### config.mk
export PLATFORM = sky130hd
export DESIGN_NAME = prog_loader
export DESIGN_NICKNAME = d
export VERILOG_FILES = /design/src/rtl/loader_pkg.sv /design/src/rtl/prog_mem.sv /design/src/rtl/prog_loader.sv
export SDC_FILE = /design/constraint.sdc
export NUM_CORES = 1
export LEC_CHECK = 0
export CAP_MARGIN = 20
export CORE_ASPECT_RATIO = 1.4
export CORE_MARGIN = 10
export CORE_UTILIZATION = 45
export DETAILED_ROUTE_END_ITERATION = 12
export PLACE_DENSITY = 0.73
export SYNTH_ARGS = -nofsm -noshare
export SYNTH_HDL_FRONTEND = slang
export SYNTH_SLANG_ARGS = --single-unit
### constraint.sdc
create_clock -name clk -period 5.48 [get_ports clk]
set_input_delay 1.096 -clock clk [delete_from_list [all_inputs] [get_ports clk]]
set_output_delay 1.096 -clock clk [all_outputs]
set_load 0.1 [all_outputs]
### src/rtl/loader_pkg.sv
// ---------------------------------------------------------------------------
// loader_pkg -- shared definitions for the program loader.
//
// Contents:
//   state_e          loader FSM states (CHK only with PROG_LOADER_CHECKSUM_EN)
//   NOP              instruction returned for unloaded / out-of-range fetches
//   ADD, SUB, LOAD   opcode field values of the 16-bit instruction
//                    {opcode[15:12], rd[11:8], rs1[7:4], rs2/imm[3:0]}
//   count_ok()       legality test for a frame count byte
//
// Configuration macro: PROG_LOADER_CHECKSUM_EN (adds the CHK state).
// ---------------------------------------------------------------------------
package loader_pkg;

  typedef enum logic [2:0] {
    ST_IDLE   = 3'd0,
    ST_HI     = 3'd1,
    ST_LO     = 3'd2,
`ifdef PROG_LOADER_CHECKSUM_EN
    ST_CHK    = 3'd3,
`endif
    ST_COMMIT = 3'd4
  } state_e;

  localparam logic [15:0] NOP  = 16'h0000;
  localparam logic [3:0]  ADD  = 4'b0001;
  localparam logic [3:0]  SUB  = 4'b0010;
  localparam logic [3:0]  LOAD = 4'b0011;

  // A frame must carry between 1 and depth words.
  function automatic logic count_ok(input logic [7:0] n, input int depth);
    return (n != 8'd0) && ({24'd0, n} <= 32'(depth));
  endfunction

endpackage

### src/rtl/prog_mem.sv
// ---------------------------------------------------------------------------
// prog_mem -- instruction word store, one write port, one registered read port.
//
// Ports:
//   clk        clock
//   wr_en_i    write strobe
//   wr_addr_i  write address (AW bits)
//   wr_data_i  16-bit word to write
//   rd_addr_i  read address (AW bits)
//   rd_data_o  word at rd_addr_i, one cycle later
//
// The array has no reset so it maps onto plain RAM; a read of the address
// being written in the same cycle returns the old contents.
// ---------------------------------------------------------------------------
module prog_mem #(
  parameter int DEPTH = 8,
  parameter int AW    = 3
) (
  input  logic          clk,
  input  logic          wr_en_i,
  input  logic [AW-1:0] wr_addr_i,
  input  logic [15:0]   wr_data_i,
  input  logic [AW-1:0] rd_addr_i,
  output logic [15:0]   rd_data_o
);

  logic [15:0] mem_q [DEPTH];
  logic [15:0] rd_data_q;

  always_ff @(posedge clk) begin
    if (wr_en_i) begin
      mem_q[wr_addr_i] <= wr_data_i;
    end
    rd_data_q <= mem_q[rd_addr_i];
  end

  assign rd_data_o = rd_data_q;

endmodule

### src/rtl/prog_loader.sv
// ---------------------------------------------------------------------------
// prog_loader -- receives a byte-serial program frame and serves instruction
// fetches from the committed image.
//
// Frame: count N (1..DEPTH), N words sent high byte first, then (with
// PROG_LOADER_CHECKSUM_EN) one checksum byte = XOR of count and data bytes.
//
// Ports:
//   clk          clock
//   reset        asynchronous reset, active low
//   in_valid     load byte presented
//   in_byte      load byte
//   in_ready     byte accepted on this edge when in_valid is high
//   fetch_addr   processor fetch address
//   fetch_instr  word[fetch_addr] one cycle later, NOP beyond prog_len
//   prog_len     number of committed words
//   load_busy    frame in progress
//   load_done    one-cycle pulse on successful commit
//   load_err     one-cycle pulse on rejected frame
//
// Configuration macro: PROG_LOADER_CHECKSUM_EN. AW must not exceed 7 since
// the count byte is 8 bits wide.
// ---------------------------------------------------------------------------
module prog_loader
  import loader_pkg::*;
#(
  parameter int DEPTH = 8,
  parameter int AW    = 3
) (
  input  logic          clk,
  input  logic          reset,
  input  logic          in_valid,
  input  logic [7:0]    in_byte,
  output logic          in_ready,
  input  logic [AW-1:0] fetch_addr,
  output logic [15:0]   fetch_instr,
  output logic [AW:0]   prog_len,
  output logic          load_busy,
  output logic          load_done,
  output logic          load_err
);

  state_e        state_q;
  logic [AW:0]   cnt_q;
  logic [AW:0]   prog_len_q;
  logic [AW-1:0] wr_ptr_q;
  logic [7:0]    hi_q;
  logic          ready_q;
  logic          busy_q;
  logic          done_q;
  logic          err_q;
  logic          fetch_ok_q;
  logic [15:0]   rd_data;

  logic xfer;
  logic last_word;
  logic mem_we;

  assign xfer      = in_valid & ready_q;
  assign last_word = ({1'b0, wr_ptr_q} == (cnt_q - 1'b1));
  assign mem_we    = xfer && (state_q == ST_LO);

`ifdef PROG_LOADER_CHECKSUM_EN
  logic [7:0] csum_q;
  logic [7:0] csum_d;
  assign csum_d = csum_q ^ in_byte;
`endif

  // in_ready is registered: it is cleared on the edge that enters COMMIT and
  // by reset, so it comes back high on the first edge after reset release.
  always_ff @(posedge clk or negedge reset) begin
    if (!reset) begin
      state_q    <= ST_IDLE;
      cnt_q      <= '0;
      prog_len_q <= '0;
      wr_ptr_q   <= '0;
      hi_q       <= '0;
      ready_q    <= 1'b0;
      busy_q     <= 1'b0;
      done_q     <= 1'b0;
      err_q      <= 1'b0;
      fetch_ok_q <= 1'b0;
`ifdef PROG_LOADER_CHECKSUM_EN
      csum_q     <= '0;
`endif
    end else begin
      done_q     <= 1'b0;
      err_q      <= 1'b0;
      ready_q    <= 1'b1;
      // Range gate lines up with the registered RAM read.
      fetch_ok_q <= ({1'b0, fetch_addr} < prog_len_q);
      unique case (state_q)
        ST_IDLE: begin
          if (xfer) begin
            prog_len_q <= '0;
            wr_ptr_q   <= '0;
`ifdef PROG_LOADER_CHECKSUM_EN
            csum_q     <= in_byte;
`endif
            if (count_ok(in_byte, DEPTH)) begin
              cnt_q   <= in_byte[AW:0];
              busy_q  <= 1'b1;
              state_q <= ST_HI;
            end else begin
              // Bad count: straight to COMMIT, pulse visible during it.
              err_q   <= 1'b1;
              ready_q <= 1'b0;
              state_q <= ST_COMMIT;
            end
          end
        end
        ST_HI: begin
          if (xfer) begin
            hi_q    <= in_byte;
`ifdef PROG_LOADER_CHECKSUM_EN
            csum_q  <= csum_d;
`endif
            state_q <= ST_LO;
          end
        end
        ST_LO: begin
          if (xfer) begin
            wr_ptr_q <= wr_ptr_q + 1'b1;
`ifdef PROG_LOADER_CHECKSUM_EN
            csum_q   <= csum_d;
`endif
            if (last_word) begin
`ifdef PROG_LOADER_CHECKSUM_EN
              state_q    <= ST_CHK;
`else
              state_q    <= ST_COMMIT;
              ready_q    <= 1'b0;
              done_q     <= 1'b1;
              prog_len_q <= cnt_q;
`endif
            end else begin
              state_q <= ST_HI;
            end
          end
        end
`ifdef PROG_LOADER_CHECKSUM_EN
        ST_CHK: begin
          if (xfer) begin
            state_q <= ST_COMMIT;
            ready_q <= 1'b0;
            if (in_byte == csum_q) begin
              done_q     <= 1'b1;
              prog_len_q <= cnt_q;
            end else begin
              err_q <= 1'b1;
            end
          end
        end
`endif
        ST_COMMIT: begin
          busy_q  <= 1'b0;
          state_q <= ST_IDLE;
        end
        default: state_q <= ST_IDLE;
      endcase
    end
  end

  prog_mem #(.DEPTH(DEPTH), .AW(AW)) u_mem (
    .clk       (clk),
    .wr_en_i   (mem_we),
    .wr_addr_i (wr_ptr_q),
    .wr_data_i ({hi_q, in_byte}),
    .rd_addr_i (fetch_addr),
    .rd_data_o (rd_data)
  );

  assign fetch_instr = fetch_ok_q ? rd_data : NOP;
  assign in_ready    = ready_q;
  assign prog_len    = prog_len_q;
  assign load_busy   = busy_q;
  assign load_done   = done_q;
  assign load_err    = err_q;

endmodule

==> results.py, run 1 <==
metrics = {
    "pwr": {
        "static-leakage-power_nw": 2.69,
        "p_per_area_nw_per_um2": 395,
        "ir_worst_vdd_uv": 167,
    },
    "drt": {
        "viasPerCell": 5.42,
        "wl_mm": 12.7,
        "drt_iter0_drc": 182,
        "dr_total_vias": 3233,
        "drc": 0,
        "drt-pass1-iter-count": 4,
        "wl_per_cell_um": 21.3,
        "postRouteAntennaNets": 0,
    },
    "grt": {
        "antenna_found_initial": 0,
        "grt-ovfl-total": 0,
        "grt_usage_pct": 13.8,
        "grt_max_degree": 34,
        "grt_pass1_wl_mm": 20.4,
        "first_global_vias": 3505,
    },
    "sta": {
        "rsz0062_at_grt": "no",
        "tightest_slew_ns": 1.01,
        "tns_ns": 0,
        "hold_viol": 0,
        "final-setup-viol-count": 0,
        "min_period_ns": 3.65,
        "fmax_ghz": 0.274,
        "clock_skew_ns": 0.00964,
        "slew-limit-headroom_pct": 32.7,
        "slew_violations": 0,
        "fin_crit_sh_pct": 66.6,
    },
    "min_path": {
        "hp-start": "state_q[2]",
        "hold_class": "reg -> reg",
    },
    "critical_path": {
        "crit_start": "fetch_ok_q",
        "cp-start-kind": "flop",
        "path_max_fanout": 16,
        "critPathArrivalTime_ns": 2.55,
        "endpoint_kind": "output port",
        "cp.required_ns": 4.38,
        "r2r_start": "state_q[0]",
        "worstSetupPathType": "reg -> out",
    },
    "finish": {
        "area_growth_pct": 19.2,
        "n_antenna_cell": 0,
        "fillers": 1090,
        "nets": 412,
        "multi_input_area_sq_um": 1630,
        "final-instance-count-excl-fill": 596,
        "regArea_sq_um": 4840,
        "layout-drive-gt1-share_pct": 27.0,
        "utilization_pct": 54.2,
    },
    "clock_network": {
        "clk_pin_slew_ns": 0.06,
        "post_cts_resized": 0,
        "htreeDepth": 4,
        "cts.sinks": 171,
        "cts_buffers": 17,
        "post_cts_buffers": 0,
        "clock_latency_ns": 0.42,
        "hold_buffers": 0,
        "clk_path_buf_depth": 2,
        "clockRootBuffer": "clkbuf_16",
        "cts_tree": "done",
    },
    "logic_synthesis": {
        "syn_area_per_cell_sq_um": 19.3,
        "synthArstFlopShare_pct": 15.8,
        "syn_nets": 356,
        "synth_largest_type_area_fraction_pct": 58.8,
        "ys_types": 42,
        "yosys_warnings": 0,
        "synthTopCellsByArea": "edfxtp_1 (59%), mux4_2 (11%), dfrtp_1 (10%), dfxtp_1 (4.9%), mux2_2 (4.3%)",
        "netlist_instances": 338,
        "synth_ff_type": "edfxtp_1",
        "seq_area_frac_synth_pct": 74.1,
        "netlist.top_cell.by_area": "edfxtp_1",
        "synth-seq-cells": 171,
        "netlist_area_sq_um": 6530,
        "synth_edf_count": 128,
    },
    "floorplan": {
        "core_area_sq_um": 14400,
        "design.die.area_sq_um": 19800,
        "fp-row-count": 52,
        "fp.dieH_um": 163,
        "ios": 38,
        "start_util_pct": 45.4,
        "die-width_um": 122,
    },
    "place": {
        "dpl.hpwl_mm": 8.32,
        "place_congestion": 0.819,
        "port_buffers": 37,
        "dp.cells": 564,
    },
    "status": {
        "status": "finished, final reports clean",
    },
    "job": {
        "max_cap_viol_count": 0,
    },
}
cell families after synthesis:
family | after synthesis | synth area share, %
buffers and inverters | 19 | 1.15
adders and majority gates | 4 | 0.766
xor gates and xnor gates | 3 | 0.402
DFF | 171 | 74.1
muxes | 58 | 15.5
AOI/OAI and AO/OA | 20 | 2.36
and+or+nand+nor | 63 | 5.73
flip-flops by register name, indices dropped and copies added, names as in the netlist:
register and cells:
u_mem.mem_q 128, fetch_ok_q 1, load_busy 1, cnt_q 4, wr_ptr_q 3, state_q 3
prog_len 4, u_mem.rd_data_o 16, load_done 1, hi_q 8, in_ready 1, load_err 1
cell usage in the layout, fill, tap and decap left out, types with 4 or more instances in the layout:
master,count
edfxtp_1,128
a32o_1,4
nand2b_1,4
clkbuf_16,17
nor2_1,9
ha_1,4
clkinvlp_4,4
mux4_2,32
and2_1,18
o21ai_0,5
dfrtp_1,27
clkdlybuf4s50_1,36
nand2_1,9
mux2_2,25
dfxtp_1,16
buf_4,14
inv_1,5
cells in the mapped netlist, types with 4 or more instances:
| cell | number |
|---|---|
| dfrtp_1 | 27 |
| ha_1 | 4 |
| nor2_1 | 9 |
| edfxtp_1 | 128 |
| clkbuf_1 | 10 |
| o21ai_0 | 5 |
| nand2_1 | 9 |
| a32o_1 | 4 |
| and2_1 | 18 |
| dfxtp_1 | 16 |
| mux4_2 | 32 |
| mux2_2 | 25 |
| nand2b_1 | 4 |
| inv_1 | 5 |
| nor3_1 | 5 |
per-layer routing:
metal	GRT usage, %	vias up	wire, um
met5	0	-	0
met4	4.57	0	140
met3	4.16	10	697
met2	22.8	84	6600
met1	16.7	1682	5260
li1	-	1457	-
power breakdown:
group	total (mW)	switching [mW]	internal, mW	leakage (nW)
clock network	1.18	0.479	0.697	0.280
registers	1.61	0.0932	1.52	1.64
logic	0.290	0.179	0.111	0.772
through the flow:
stage,area [sq um],hold slack (ns),power (mW),worst slack [ns]
global route,7790,0.529,3.19,1.72
finish,7790,0.491,3.08,1.83
detailed placement,7190,0.489,1.94,2.00
CTS,7790,0.490,3.10,1.74
floorplan,6530,0.448,1.82,2.24
global placement,7190,0.475,1.92,2.05
area by class of cell:
cell class | instances | share of cell area, %
multi-input combinational | 148 | 20.9
timing repair buffer | 51 | 6.04
tap | 189 | 3.04
inverter | 5 | 0.241
clock buffer | 19 | 5.82
clock inverter | 13 | 1.83
sequential | 171 | 62.1
worst paths after layout:
kind / end / slack [ns] / cells past startpoint
min in group asynchronous: load_done / 1.06 / 2
max: fetch_instr[15] / 1.83 / 2
max reg2reg: u_mem.mem_q[3][8] / 3.09 / 5
min: state_q[1] / 0.49 / 1
max in group asynchronous: wr_ptr_q[0] / 4.13 / 2
min reg2reg: state_q[1] / 0.49 / 1
critical path, cell delays in order (launching register included):
cell	delay, ns
dfrtp_1	0.74
and2_1	0.25
clkdlybuf4s50_1	1.15
(Power assumes the default switching activity.)
==> run 2: changes to the inputs <==
==> constraint.sdc (replaced) <==
create_clock -name clk -period 3.85 [get_ports clk]
set_input_delay 0.77 -clock clk [delete_from_list [all_inputs] [get_ports clk]]
set_output_delay 0.77 -clock clk [all_outputs]
set_load 0.1 [all_outputs]
==> results.py, run 2 (same netlist as run 1, synthesis figures left out) <==
metrics = {
    "clock_network": {
        "clk_pin_slew_ns": 0.06,
        "post_cts_buffers": 0,
        "cts_tree": "done",
        "cts.sinks": 171,
        "clock_latency_ns": 0.42,
        "clockRootBuffer": "clkbuf_16",
        "htreeDepth": 4,
        "post_cts_resized": 0,
        "cts_buffers": 17,
        "clk_path_buf_depth": 2,
        "hold_buffers": 0,
    },
    "critical_path": {
        "cpLargestDelayFamily": "buffers and inverters",
        "r2r_start": "state_q[0]",
        "path_cells": "clkdlybuf4s50_1",
        "critPathArrivalTime_ns": 1.98,
        "critPathSlowestCell": "clkdlybuf4s50_1",
        "worstSetupPathType": "reg -> out",
        "cp.required_ns": 3.08,
        "path_max_fanout": 3,
        "crit_buf_inv": 1,
        "endpoint_kind": "output port",
        "max_stage_delay_ns": 1.16,
        "crit_start": "prog_len[0]",
        "cp-start-kind": "flop",
    },
    "sta": {
        "slew-limit-headroom_pct": 33.7,
        "clock_skew_ns": 0.00777,
        "slew_violations": 0,
        "tns_ns": 0,
        "hold_viol": 0,
        "final-setup-viol-count": 0,
        "fin_ws_ns": 1.10,
        "fin_crit_sh_pct": 71.4,
        "tightest_slew_ns": 0.992,
        "rsz0062_at_grt": "no",
        "min_period_ns": 2.75,
        "fmax_ghz": 0.364,
    },
    "drt": {
        "wl_met1_mm": 5.00,
        "drt-pass1-iter-count": 4,
        "drt_iter0_drc": 283,
        "wl_met3_um": 797,
        "viasPerCell": 5.43,
        "drc": 0,
        "wl_met2_mm": 6.78,
        "dr.max_layer_used": "met4",
        "postRouteAntennaNets": 0,
        "wl_per_cell_um": 21.2,
        "wl_mm": 12.8,
        "dr_total_vias": 3276,
    },
    "grt": {
        "grt-ovfl-total": 0,
        "grt_pass1_wl_mm": 20.2,
        "grt_usage_pct": 13.7,
        "antenna_found_initial": 0,
        "grt_max_degree": 28,
        "first_global_vias": 3516,
    },
    "finish": {
        "final_cell_mix": "edfxtp_1 (128), buf_4 (36), mux4_2 (32), dfrtp_1 (27), mux2_2 (25)",
        "fillers": 1072,
        "area_growth_pct": 20.0,
        "n_antenna_cell": 0,
        "nets": 419,
        "largest_reg_flops": 128,
        "final_common_cell": "edfxtp_1",
        "layout-drive-gt1-share_pct": 31.2,
        "regMostFlops": "u_mem.mem_q",
        "final-instance-count-excl-fill": 603,
    },
    "pwr": {
        "share_comb_of_total_power_pct": 9.2,
        "p_int_mw": 3.42,
        "p_sw_share_pct": 23.5,
        "ir_worst_vdd_uv": 306,
        "p_clk_share_pct": 39.5,
        "pwr-share-seq_pct": 51.3,
        "p_per_area_nw_per_um2": 571,
        "finalPower_mw": 4.47,
        "static-leakage-power_nw": 2.77,
        "p_switching_mw": 1.05,
    },
    "min_path": {
        "hp-start": "prog_len[3]",
        "hold_class": "reg -> reg",
    },
    "job": {
        "max_cap_viol_count": 0,
    },
    "floorplan": {
        "die-width_um": 122,
        "start_util_pct": 45.4,
        "ios": 38,
        "fp.dieH_um": 163,
        "fp-row-count": 52,
        "design.die.area_sq_um": 19800,
        "core_area_sq_um": 14400,
    },
    "place": {
        "dpl_worst_slack_ns": 0.794,
        "dpl.hpwl_mm": 8.17,
        "place_congestion": 0.818,
        "port_buffers": 37,
        "dp.cells": 571,
    },
    "status": {
        "status": "finished, final reports clean",
    },
}
[run 2: changes by cell type in the layout (fill, tap and decap cells not counted), sizes merged]
cell,delta
inv,-1
clkinv,-2
bufinv,+2
buf,+23
clkinvlp,-1
clkdlybuf4s50,-16
clkbuf,+2
[run 2: area by class of cell]
cell class | count | area (sq um) | area share (%)
clock buffer | 21 | 450 | 5.75
timing repair buffer | 58 | 495 | 6.32
tap | 189 | 236 | 3.02
sequential | 171 | 4840 | 61.8
multi-input combinational | 148 | 1630 | 20.8
inverter | 5 | 18.8 | 0.240
clock inverter | 11 | 168 | 2.14
[run 2: routing by layer]
metal	vias up	GRT usage, %
li1	1465	-
met1	1692	15.6
met2	101	23.3
met3	18	4.41
met4	0	4.95
met5	-	0
[run 2: worst paths after layout]
path                                endpoint  slack [ns]  cells past startpoint
max in group asynchronous            hi_q[2]        2.83                      2
min in group asynchronous          load_done        0.73                      2
setup reg to reg           u_mem.mem_q[7][9]        1.62                      5
hold reg to reg                   fetch_ok_q        0.52                      1
setup / recovery                 prog_len[0]        1.10                      1
hold / removal                    fetch_ok_q        0.52                      1
[run 2: through the flow]
stage                     hold slack (ns)  instance area, sq um  utilization (%)
after floorplan                     0.448                  6530                -
after global placement              0.492                  7220             50.2
after detailed placement            0.506                  7220             50.2
after CTS                           0.518                  7840             54.5
after global routing                0.543                  7840             54.5
final                               0.516                  7840             54.5
[run 2: power by group through the flow]
stage / Clock [mW] / Sequential, mW / Combinational, mW
finish: 1.76 / 2.29 / 0.413
global route: 1.87 / 2.31 / 0.447
CTS: 1.79 / 2.29 / 0.419
detailed placement: 0 / 2.33 / 0.416
global placement: 0 / 2.32 / 0.409
floorplan: 0 / 2.32 / 0.269
